## config.mk

```make
export PLATFORM = sky130hd
export DESIGN_NAME = multi_sync_filter_flat
export DESIGN_NICKNAME = d
export VERILOG_FILES = /design/src/rtl/sync_pkg.sv /design/src/rtl/multi_sync_filter_if.sv /design/src/rtl/sync_filter_ch.sv /design/src/rtl/multi_sync_filter.sv /design/src/flat_wrapper.sv
export SDC_FILE = /design/constraint.sdc
export NUM_CORES = 1
export LEC_CHECK = 0
export ABC_CLOCK_PERIOD_IN_PS = 2990
export CAP_MARGIN = 15
export CORE_ASPECT_RATIO = 1.5
export CORE_MARGIN = 3
export CORE_UTILIZATION = 28
export DETAILED_ROUTE_END_ITERATION = 12
export PLACE_DENSITY_LB_ADDON = 0.1
export SLEW_MARGIN = 20
export SYNTH_ARGS = -nofsm -noshare
export SYNTH_HDL_FRONTEND = slang
export SYNTH_SLANG_ARGS = --single-unit
```

## constraint.sdc

```tcl
create_clock -name clk -period 2.99 [get_ports clk]
set_input_delay 0.598 -clock clk [delete_from_list [all_inputs] [get_ports clk]]
set_output_delay 0.598 -clock clk [all_outputs]
set_load 0.02 [all_outputs]
```

## src/rtl/sync_pkg.sv

```systemverilog
// Shared helpers for the multi-channel synchroniser/filter.
`ifndef SYNC_PKG_SV
`define SYNC_PKG_SV

// Elaboration-time parameter guard, expanded as generate items in the top.
`define SYNC_PKG_CHECK_PARAMS(STAGES_P, FILT_P) \
   if ((STAGES_P) < 2) begin : g_chk_stages \
      $error("multi_sync_filter: STAGES must be >= 2"); \
   end \
   if ((FILT_P) < 1) begin : g_chk_filt \
      $error("multi_sync_filter: FILT must be >= 1"); \
   end

package sync_pkg;

   // Ceiling log2, clamped to 1 so a counter always has at least one bit.
   function automatic int unsigned clog2(input int unsigned v);
      int unsigned r;
      r = 0;
      for (int unsigned i = 0; i < 32; i++) begin
         if ((64'd1 << i) < 64'(v)) r = i + 1;
      end
      return (r == 0) ? 1 : r;
   endfunction

endpackage

`endif

```

## src/rtl/multi_sync_filter_if.sv

```systemverilog
// Bus bundle for multi_sync_filter: sample enable, raw inputs and filtered outputs.
interface multi_sync_filter_if #(
   parameter int unsigned N = 8
);
   logic         ena;
   logic [N-1:0] data_in;
   logic [N-1:0] data_out;
   logic [N-1:0] rise;
   logic [N-1:0] fall;
   logic         changed;

   modport master (
      output ena, data_in,
      input  data_out, rise, fall, changed
   );

   modport slave (
      input  ena, data_in,
      output data_out, rise, fall, changed
   );
endinterface

```

## src/rtl/sync_filter_ch.sv

```systemverilog
// One channel's stability filter: counts consecutive differing samples and
// accepts the new level after FILT of them, pulsing rise/fall for one cycle.
module sync_filter_ch
   import sync_pkg::*;
#(
   parameter int unsigned FILT     = 4,
   parameter logic        INIT_BIT = 1'b0
) (
   input  logic clk,
   input  logic rst_n,
   input  logic ena,
   input  logic s,
   output logic data_out,
   output logic rise,
   output logic fall,
   output logic pulse_next
);
   localparam int unsigned CW = clog2(FILT);

   logic [CW-1:0] cnt_q, cnt_d;
   logic          dout_q, dout_d;
   logic          rise_q, rise_d;
   logic          fall_q, fall_d;

   // Next-state: counter/level update when enabled; pulses default low so they last one cycle.
   always_comb begin
      cnt_d  = cnt_q;
      dout_d = dout_q;
      rise_d = 1'b0;
      fall_d = 1'b0;
      if (ena) begin
         if (s == dout_q) begin
            cnt_d = '0;
         end else if (cnt_q == CW'(FILT - 1)) begin
            dout_d = s;
            cnt_d  = '0;
            rise_d = s;
            fall_d = ~s;
         end else begin
            cnt_d = cnt_q + CW'(1);
         end
      end
   end

   // State registers with asynchronous reset.
   always_ff @(posedge clk or negedge rst_n) begin
      if (!rst_n) begin
         cnt_q  <= '0;
         dout_q <= INIT_BIT;
         rise_q <= 1'b0;
         fall_q <= 1'b0;
      end else begin
         cnt_q  <= cnt_d;
         dout_q <= dout_d;
         rise_q <= rise_d;
         fall_q <= fall_d;
      end
   end

   assign data_out   = dout_q;
   assign rise       = rise_q;
   assign fall       = fall_q;
   assign pulse_next = rise_d | fall_d;
endmodule

```

## src/rtl/multi_sync_filter.sv

```systemverilog
// N-channel synchroniser: STAGES-deep flop chain per bit, then a per-bit glitch
// filter with edge pulses, plus a registered "any bit changed" flag.
module multi_sync_filter
   import sync_pkg::*;
#(
   parameter int unsigned  N      = 8,
   parameter int unsigned  STAGES = 2,
   parameter int unsigned  FILT   = 4,
   parameter logic [N-1:0] INIT   = '0
) (
   input logic                clk,
   input logic                rst_n,
   multi_sync_filter_if.slave bus
);
   `SYNC_PKG_CHECK_PARAMS(STAGES, FILT)

   logic [STAGES-1:0][N-1:0] chain_q;
   logic [N-1:0]             s;
   logic [N-1:0]             data_out;
   logic [N-1:0]             rise;
   logic [N-1:0]             fall;
   logic [N-1:0]             pulse_next;
   logic                     changed_q;

   // Synchroniser chain; holds while ena is low.
   always_ff @(posedge clk or negedge rst_n) begin
      if (!rst_n) begin
         chain_q <= {STAGES{INIT}};
      end else if (bus.ena) begin
         chain_q[0] <= bus.data_in;
         for (int i = 1; i < STAGES; i++) begin
            chain_q[i] <= chain_q[i-1];
         end
      end
   end

   assign s = chain_q[STAGES-1];

   for (genvar g = 0; g < N; g++) begin : g_ch
      sync_filter_ch #(
         .FILT     (FILT),
         .INIT_BIT (INIT[g])
      ) u_ch (
         .clk        (clk),
         .rst_n      (rst_n),
         .ena        (bus.ena),
         .s          (s[g]),
         .data_out   (data_out[g]),
         .rise       (rise[g]),
         .fall       (fall[g]),
         .pulse_next (pulse_next[g])
      );
   end

   // Registered from next-state pulses so it lines up with rise/fall.
   always_ff @(posedge clk or negedge rst_n) begin
      if (!rst_n) changed_q <= 1'b0;
      else        changed_q <= |pulse_next;
   end

   assign bus.data_out = data_out;
   assign bus.rise     = rise;
   assign bus.fall     = fall;
   assign bus.changed  = changed_q;
endmodule

```

## src/flat_wrapper.sv

```systemverilog
// flat-port wrapper written by rule: the top's interface ports become plain ports
module multi_sync_filter_flat import sync_pkg::*;
#(
   parameter int unsigned  N      = 8,
   parameter int unsigned  STAGES = 2,
   parameter int unsigned  FILT   = 4,
   parameter logic [N-1:0] INIT   = '0
)
  (clk, rst_n, bus_ena, bus_data_in, bus_data_out, bus_rise, bus_fall, bus_changed);
  multi_sync_filter_if #(.N(N)) bus_i ();
  input logic clk;
  input logic rst_n;
  input wire logic [$bits(bus_i.ena)-1:0] bus_ena;
  input wire logic [$bits(bus_i.data_in)-1:0] bus_data_in;
  output wire logic [$bits(bus_i.data_out)-1:0] bus_data_out;
  output wire logic [$bits(bus_i.rise)-1:0] bus_rise;
  output wire logic [$bits(bus_i.fall)-1:0] bus_fall;
  output wire logic [$bits(bus_i.changed)-1:0] bus_changed;
  assign bus_i.ena = bus_ena;
  assign bus_i.data_in = bus_data_in;
  assign bus_data_out = bus_i.data_out;
  assign bus_rise = bus_i.rise;
  assign bus_fall = bus_i.fall;
  assign bus_changed = bus_i.changed;
  multi_sync_filter #(.N(N), .STAGES(STAGES), .FILT(FILT), .INIT(INIT)) u_core (.clk(clk), .rst_n(rst_n), .bus(bus_i));
endmodule
```

==> impl_metrics.tcl, run 1 <==
set metrics [dict create \
    routed_wl_um 4260 \
    wl_met2_um 2060 \
    routedWlPerCell_um 12.8 \
    grt_max_degree 58 \
    fin_tns_setup_ns 0 \
    synth_area_um2 2530 \
    crit_buf_inv 1 \
    hold_viol 0 \
    drc_errors 0 \
    cts_root_buf "clkbuf_16" \
    crit_path_start_kind "flip-flop" \
    p_seq_frac 0.400 \
    post_cts_resized 0 \
    tightest_slew_ns 0.315 \
    ir_drop_v 0.000356 \
    ys_seq_area_frac 0.564 \
    cts_tree "built" \
    clock_latency_ns 0.32 \
    vias_per_cell 4.29 \
    io_buffer_count 35 \
    synthDistinctLibCells 19 \
    cts.sinks 57 \
    combPwrFrac 0.263 \
    path_max_fanout 5 \
    cp_slowest_cell "clkdlybuf4s50_1" \
    endpoint_kind "primary output" \
    max_freq_mhz 511 \
    htreeDepth 3 \
    diodes 0 \
    io_pins 36 \
    post_cts_buffers 0 \
    critPathMaxStageDelay_ns 0.63 \
    period_share 0.654 \
    grtUsageTotal 0.0957 \
    wl_met1_um 1860 \
    grt_pass1_vias 1457 \
    die_w_um 83.6 \
    fin_nets 239 \
    core_area_um2 8620 \
    rsz0062_at_grt "false" \
    setup_violations 0 \
    switchingPower_w 0.000825 \
    layout-drive-gt1-share 0.204 \
    clk_pin_slew_worst_paths_ns 0.05 \
    mostFrequentLayoutCells "57 x dfrtp_1, 33 x clkdlybuf4s50_1, 28 x mux2_2" \
    area_growth_pct 22.9 \
    die_area_um2 10200 \
    syn_avg_cell_area_um2 12.5 \
    path_cells "clkdlybuf4s50_1" \
    netSwitchingFraction 0.297 \
    initial_core_util 0.294 \
    maxCapViolations 0 \
    instances_no_fill 332 \
    dp_slack_ns 1.38 \
    dr.pass1.iters 3 \
    leakagePower_nw 1.34 \
    worstPathRequired_ns 2.39 \
    drtAntennaViolNets 0 \
    finClkSkew_ns 0.00391 \
    critical_path_class "flip-flop to primary output" \
    status "completed" \
    cp.arrival_ns 1.36 \
    num-fill-cells 878 \
    ys_warn_count 0 \
    clk_path_buf_depth 2 \
    synth_cells 202 \
    numCtsBuffers 9 \
    pwr_density_cell_nw_per_um2 893 \
    crit_family "buffers and inverters" \
    hp-class "input pin to asynchronous set/reset pin" \
    hold_buffers 0 \
    finalMaxSlewViolations 0 \
    antenna_found_initial 0 \
    rows 41 \
    num_vias 1423 \
    drtIter0Drc 47 \
    place.gp.congestion 0.665 \
    grt_pass1_wl_um 7310 \
    final_common_cell "dfrtp_1" \
    ys_ff_latch 57 \
    worst_slack_ns 1.03 \
    grt_overflow 0 \
    holdWs_ns 0.269 \
    place_inst 316 \
    synthesis.nets 221 \
    top_layer_used "met4" \
    clockPowerShare 0.336 \
    p_int_w 0.00195 \
    dp_hpwl_um 2750 \
    fp.dieH_um 122 \
    fin_crit_ns 1.96 \
    dr_wl_met3_um 202 \
    slew_headroom 0.790 \
]
## cells in the mapped netlist
cell type,n,area [um2]
a22o_1,1,8.76
buf_2,6,30.0
buf_4,24,180
dfrtp_1,57,1430
ha_1,8,100
inv_1,14,52.6
mux2_2,28,315
mux2i_1,3,30.0
nand2_1,13,48.8
nand3_1,4,20.0
nand3b_1,3,22.5
nor3_1,4,20.0
nor3b_1,16,120
o21ai_0,3,15.0
o22ai_1,8,50.1
o2bb2ai_1,1,8.76
o41a_1,1,11.3
xnor2_1,5,43.8
xor2_1,3,26.3
## logic make-up after synthesis
logic type,count (synthesis),synth area share
DFF,57,0.564
buffers and inverters,44,0.104
and+or+nand+nor,40,0.0915
muxes,31,0.136
AOI/OAI and AO/OA,14,0.0371
xor gates and xnor gates,8,0.0277
adders and majority gates,8,0.0396
## power by group through the flow
| stage | combinational (W) | sequential, W | clock, W |
|---|---|---|---|
| floorplan | 0.000579 | 0.00110 | 0 |
| global placement | 0.000736 | 0.00112 | 0 |
| detailed placement | 0.000748 | 0.00112 | 0 |
| CTS | 0.000751 | 0.00111 | 0.000976 |
| global route | 0.000824 | 0.00114 | 0.00101 |
| finish | 0.000731 | 0.00111 | 0.000934 |
## area by class of cell
cell class | instances | area, um2 | area share
clock inverter | 3 | 15.0 | 0.00483
multi-input combinational | 101 | 841 | 0.270
inverter | 14 | 52.6 | 0.0169
tap | 107 | 134 | 0.0431
sequential | 57 | 1430 | 0.459
clock buffer | 13 | 260 | 0.0837
timing repair buffer | 37 | 380 | 0.122
## sequential cells by signal, indices dropped and copies added (netlist names)
name                       cells
u_core.bus.changed             1
u_core.chain_q                 8
u_core.g_ch.u_ch.cnt_q        16
u_core.g_ch.u_ch.data_out      8
u_core.g_ch.u_ch.fall          8
u_core.g_ch.u_ch.rise          8
u_core.s                       8
## per-stage QoR
step           utilization  total power (W)  area (um2)
6_report             0.361          0.00278        3110
5_1_grt              0.361          0.00298        3110
4_1_cts              0.361          0.00284        3110
3_5_place_dp         0.329          0.00187        2830
3_3_place_gp         0.329          0.00186        2830
2_1_floorplan            -          0.00168        2530
## worst register-to-register path, cell delays in order, from the launching register on
cell and delay, ns:
dfrtp_1 0.41, xnor2_1 0.31, o22ai_1 0.18, o41a_1 0.46
## final timing paths
kind | from | end | slack (ns) | cells past startpoint
worst min register to register | u_core.g_ch[7].u_ch.cnt_q[0]$_DFFE_PN0P_ | u_core.g_ch[7].u_ch.cnt_q[0]$_DFFE_PN0P_ | 0.48 | 1
worst max register to register | u_core.s[2]$_DFFE_PN0P_ | u_core.bus.changed$_DFF_PN0_ | 1.50 | 3
worst max-delay path | u_core.g_ch[7].u_ch.data_out$_DFFE_PN0P_ | bus_data_out[7] | 1.03 | 1
max in group asynchronous | rst_n | u_core.g_ch[6].u_ch.cnt_q[1]$_DFFE_PN0P_ | 2.45 | 2
worst min-delay path | rst_n | u_core.g_ch[2].u_ch.rise$_DFF_PN0_ | 0.27 | 2
min in group clk | u_core.g_ch[7].u_ch.cnt_q[0]$_DFFE_PN0P_ | u_core.g_ch[7].u_ch.cnt_q[0]$_DFFE_PN0P_ | 0.48 | 1
## routing by layer
| layer | up-vias | global-route usage |
|---|---|---|
| met5 | - | 0 |
| met4 | 0 | 0.0694 |
| met3 | 9 | 0.0336 |
| met2 | 23 | 0.144 |
| met1 | 686 | 0.113 |
| li1 | 705 | - |
(Power assumes the default switching activity.)
==> run 2: changes to the inputs <==
- ABC_CLOCK_PERIOD_IN_PS: 2990 -> 1800
- clock period: 2.99 -> 1.8 ns (I/O delays scaled with it)
==> run 2 against run 1 <==
Against the previous run: first-iteration DRC count up 30%; global-route usage fell by 0.28 points; register-to-register slack worse by 1.2 ns; die area did not move; utilization is 0.68 points higher; final area grew 1.9%; setup slack lost 0.96 ns; clock power up 85%; via count increased by 2.1%; flip-flop and latch count did not move; hold slack better by 0.21 ns; clock-buffer cell count increased by 1; critical path type unchanged; critical endpoint unchanged; highest routed layer unchanged.
==> impl_metrics.tcl, run 2 (synthesized netlist as in run 1, its figures left out) <==
set metrics [dict create \
    status "completed" \
    hold_viol 0 \
    num-fill-cells 851 \
    die_w_um 83.6 \
    post_cts_buffers 0 \
    finClkSkew_ns 0.00490 \
    fin_tns_setup_ns 0 \
    fp.dieH_um 122 \
    io_buffer_count 35 \
    max_freq_mhz 581 \
    slew_headroom 0.701 \
    critPathMaxStageDelay_ns 0.63 \
    fin_crit_ns 1.72 \
    crit_family "buffers and inverters" \
    htreeDepth 3 \
    critical_path_class "flip-flop to primary output" \
    endpoint_kind "primary output" \
    vias_per_cell 4.34 \
    fin_nets 242 \
    rsz0062_at_grt "false" \
    min_from "u_core.g_ch[5].u_ch.cnt_q[0]$_DFFE_PN0P_" \
    instances_no_fill 335 \
    grt_pass1_vias 1494 \
    grt_overflow 0 \
    grt.busiest_layer "met2" \
    numCtsBuffers 9 \
    cp_slowest_cell "clkdlybuf4s50_1" \
    routed_wl_um 4250 \
    area_growth_pct 25.2 \
    gr-usage-met1 0.103 \
    clk_path_buf_depth 2 \
    layout-drive-gt1-share 0.211 \
    cts.sinks 57 \
    core_area_um2 8620 \
    cp.arrival_ns 1.36 \
    pwr_density_cell_nw_per_um2 1510 \
    drc_errors 0 \
    clk_pin_slew_worst_paths_ns 0.05 \
    worstPathRequired_ns 1.44 \
    place.gp.congestion 0.634 \
    grt_max_degree 54 \
    dp_hpwl_um 2860 \
    grtUsageTotal 0.0929 \
    clock_latency_ns 0.32 \
    initial_core_util 0.294 \
    cts_root_buf "clkbuf_16" \
    grt_pass1_wl_um 7180 \
    dr.pass1.iters 4 \
    final_area_um2 3170 \
    drtIter0Drc 61 \
    crit_start "u_core.g_ch[7].u_ch.data_out$_DFFE_PN0P_" \
    min_path_cells 1 \
    num_vias 1453 \
    tightest_slew_ns 0.448 \
    grtUsageMet3 0.0336 \
    cts_tree "built" \
    path_max_fanout 5 \
    leakagePower_nw 1.36 \
    r2r_start "u_core.s[2]$_DFFE_PN0P_" \
    die_area_um2 10200 \
    worst-path-stages 1 \
    rows 41 \
    largest_reg_flops 16 \
    place_inst 318 \
    diodes 0 \
    hp-class "flip-flop to flip-flop" \
    globalRouteMet2Util 0.146 \
    place_area_um2 2850 \
    crit_path_start_kind "flip-flop" \
    crit_buf_inv 1 \
    final_common_cell "dfrtp_1" \
    top_register "u_core.g_ch.u_ch.cnt_q" \
    mostFrequentLayoutCells "57 x dfrtp_1, 33 x clkdlybuf4s50_1, 28 x mux2_2" \
    setup_violations 0 \
    io_pins 36 \
    finalMaxSlewViolations 0 \
    ir_drop_v 0.000698 \
    period_share 0.956 \
    antenna_found_initial 0 \
    holdWs_ns 0.477 \
    r2r_cells 3 \
    drtAntennaViolNets 0 \
    maxCapViolations 0 \
    post_cts_resized 0 \
    path_cells "clkdlybuf4s50_1" \
    routedWlPerCell_um 12.7 \
]
-- run 2: cell count changes in the layout (fill, tap and decap cells not counted), sizes merged --
cell / before / now
buf: 4 / 6
dlygate4sd3: 0 / 1
bufinv: 0 / 1
clkinv: 3 / 1
clkbuf: 13 / 14
-- run 2: area by class of cell --
class                      count  area, um2  area share
multi-input combinational    101        841       0.265
sequential                    57       1430       0.450
timing repair buffer          40        405       0.128
clock buffer                  14        274      0.0865
inverter                      14       52.6      0.0166
tap                          107        134      0.0423
clock inverter                 2       35.0      0.0111
-- run 2: timing repair --
item,CTS,global route
endpoints found under the hold margin,14,0
hold buffers,1,0
setup endpoints to repair,0,0
-- run 2: through the flow --
| step | power [W] | setup WS (ns) | util |
|---|---|---|---|
| 2_1_floorplan | 0.00279 | 0.490 | - |
| 3_3_place_gp | 0.00309 | 0.326 | 0.331 |
| 3_5_place_dp | 0.00311 | 0.326 | 0.331 |
| 4_1_cts | 0.00489 | 0.0597 | 0.368 |
| 5_1_grt | 0.00509 | 0.0202 | 0.368 |
| 6_report | 0.00479 | 0.0787 | 0.368 |
-- run 2: path summary, 6_finish.rpt --
path                                                                 end  slack (ns)
min in group asynchronous       u_core.g_ch[2].u_ch.cnt_q[1]$_DFFE_PN0P_        0.52
max in group asynchronous       u_core.g_ch[2].u_ch.data_out$_DFFE_PN0P_        0.73
worst max register to register              u_core.bus.changed$_DFF_PN0_        0.35
worst max-delay path                                     bus_data_out[7]        0.08
worst min-delay path            u_core.g_ch[5].u_ch.cnt_q[0]$_DFFE_PN0P_        0.48
worst min register to register  u_core.g_ch[5].u_ch.cnt_q[0]$_DFFE_PN0P_        0.48
-- run 2: metal layers --
layer  wire, um  up-vias
met2       2120       23
met1       1830      705
met4        138        0
li1           -      714
met5          0        -
met3        163       11
-- run 2: power by group --
| group | leakage [nW] | internal, W | total [W] | switching, W |
|---|---|---|---|---|
| Sequential | 0.731 | 0.00159 | 0.00185 | 0.000260 |
| Combinational | 0.480 | 0.000653 | 0.00121 | 0.000558 |
| Clock | 0.153 | 0.00118 | 0.00173 | 0.000547 |
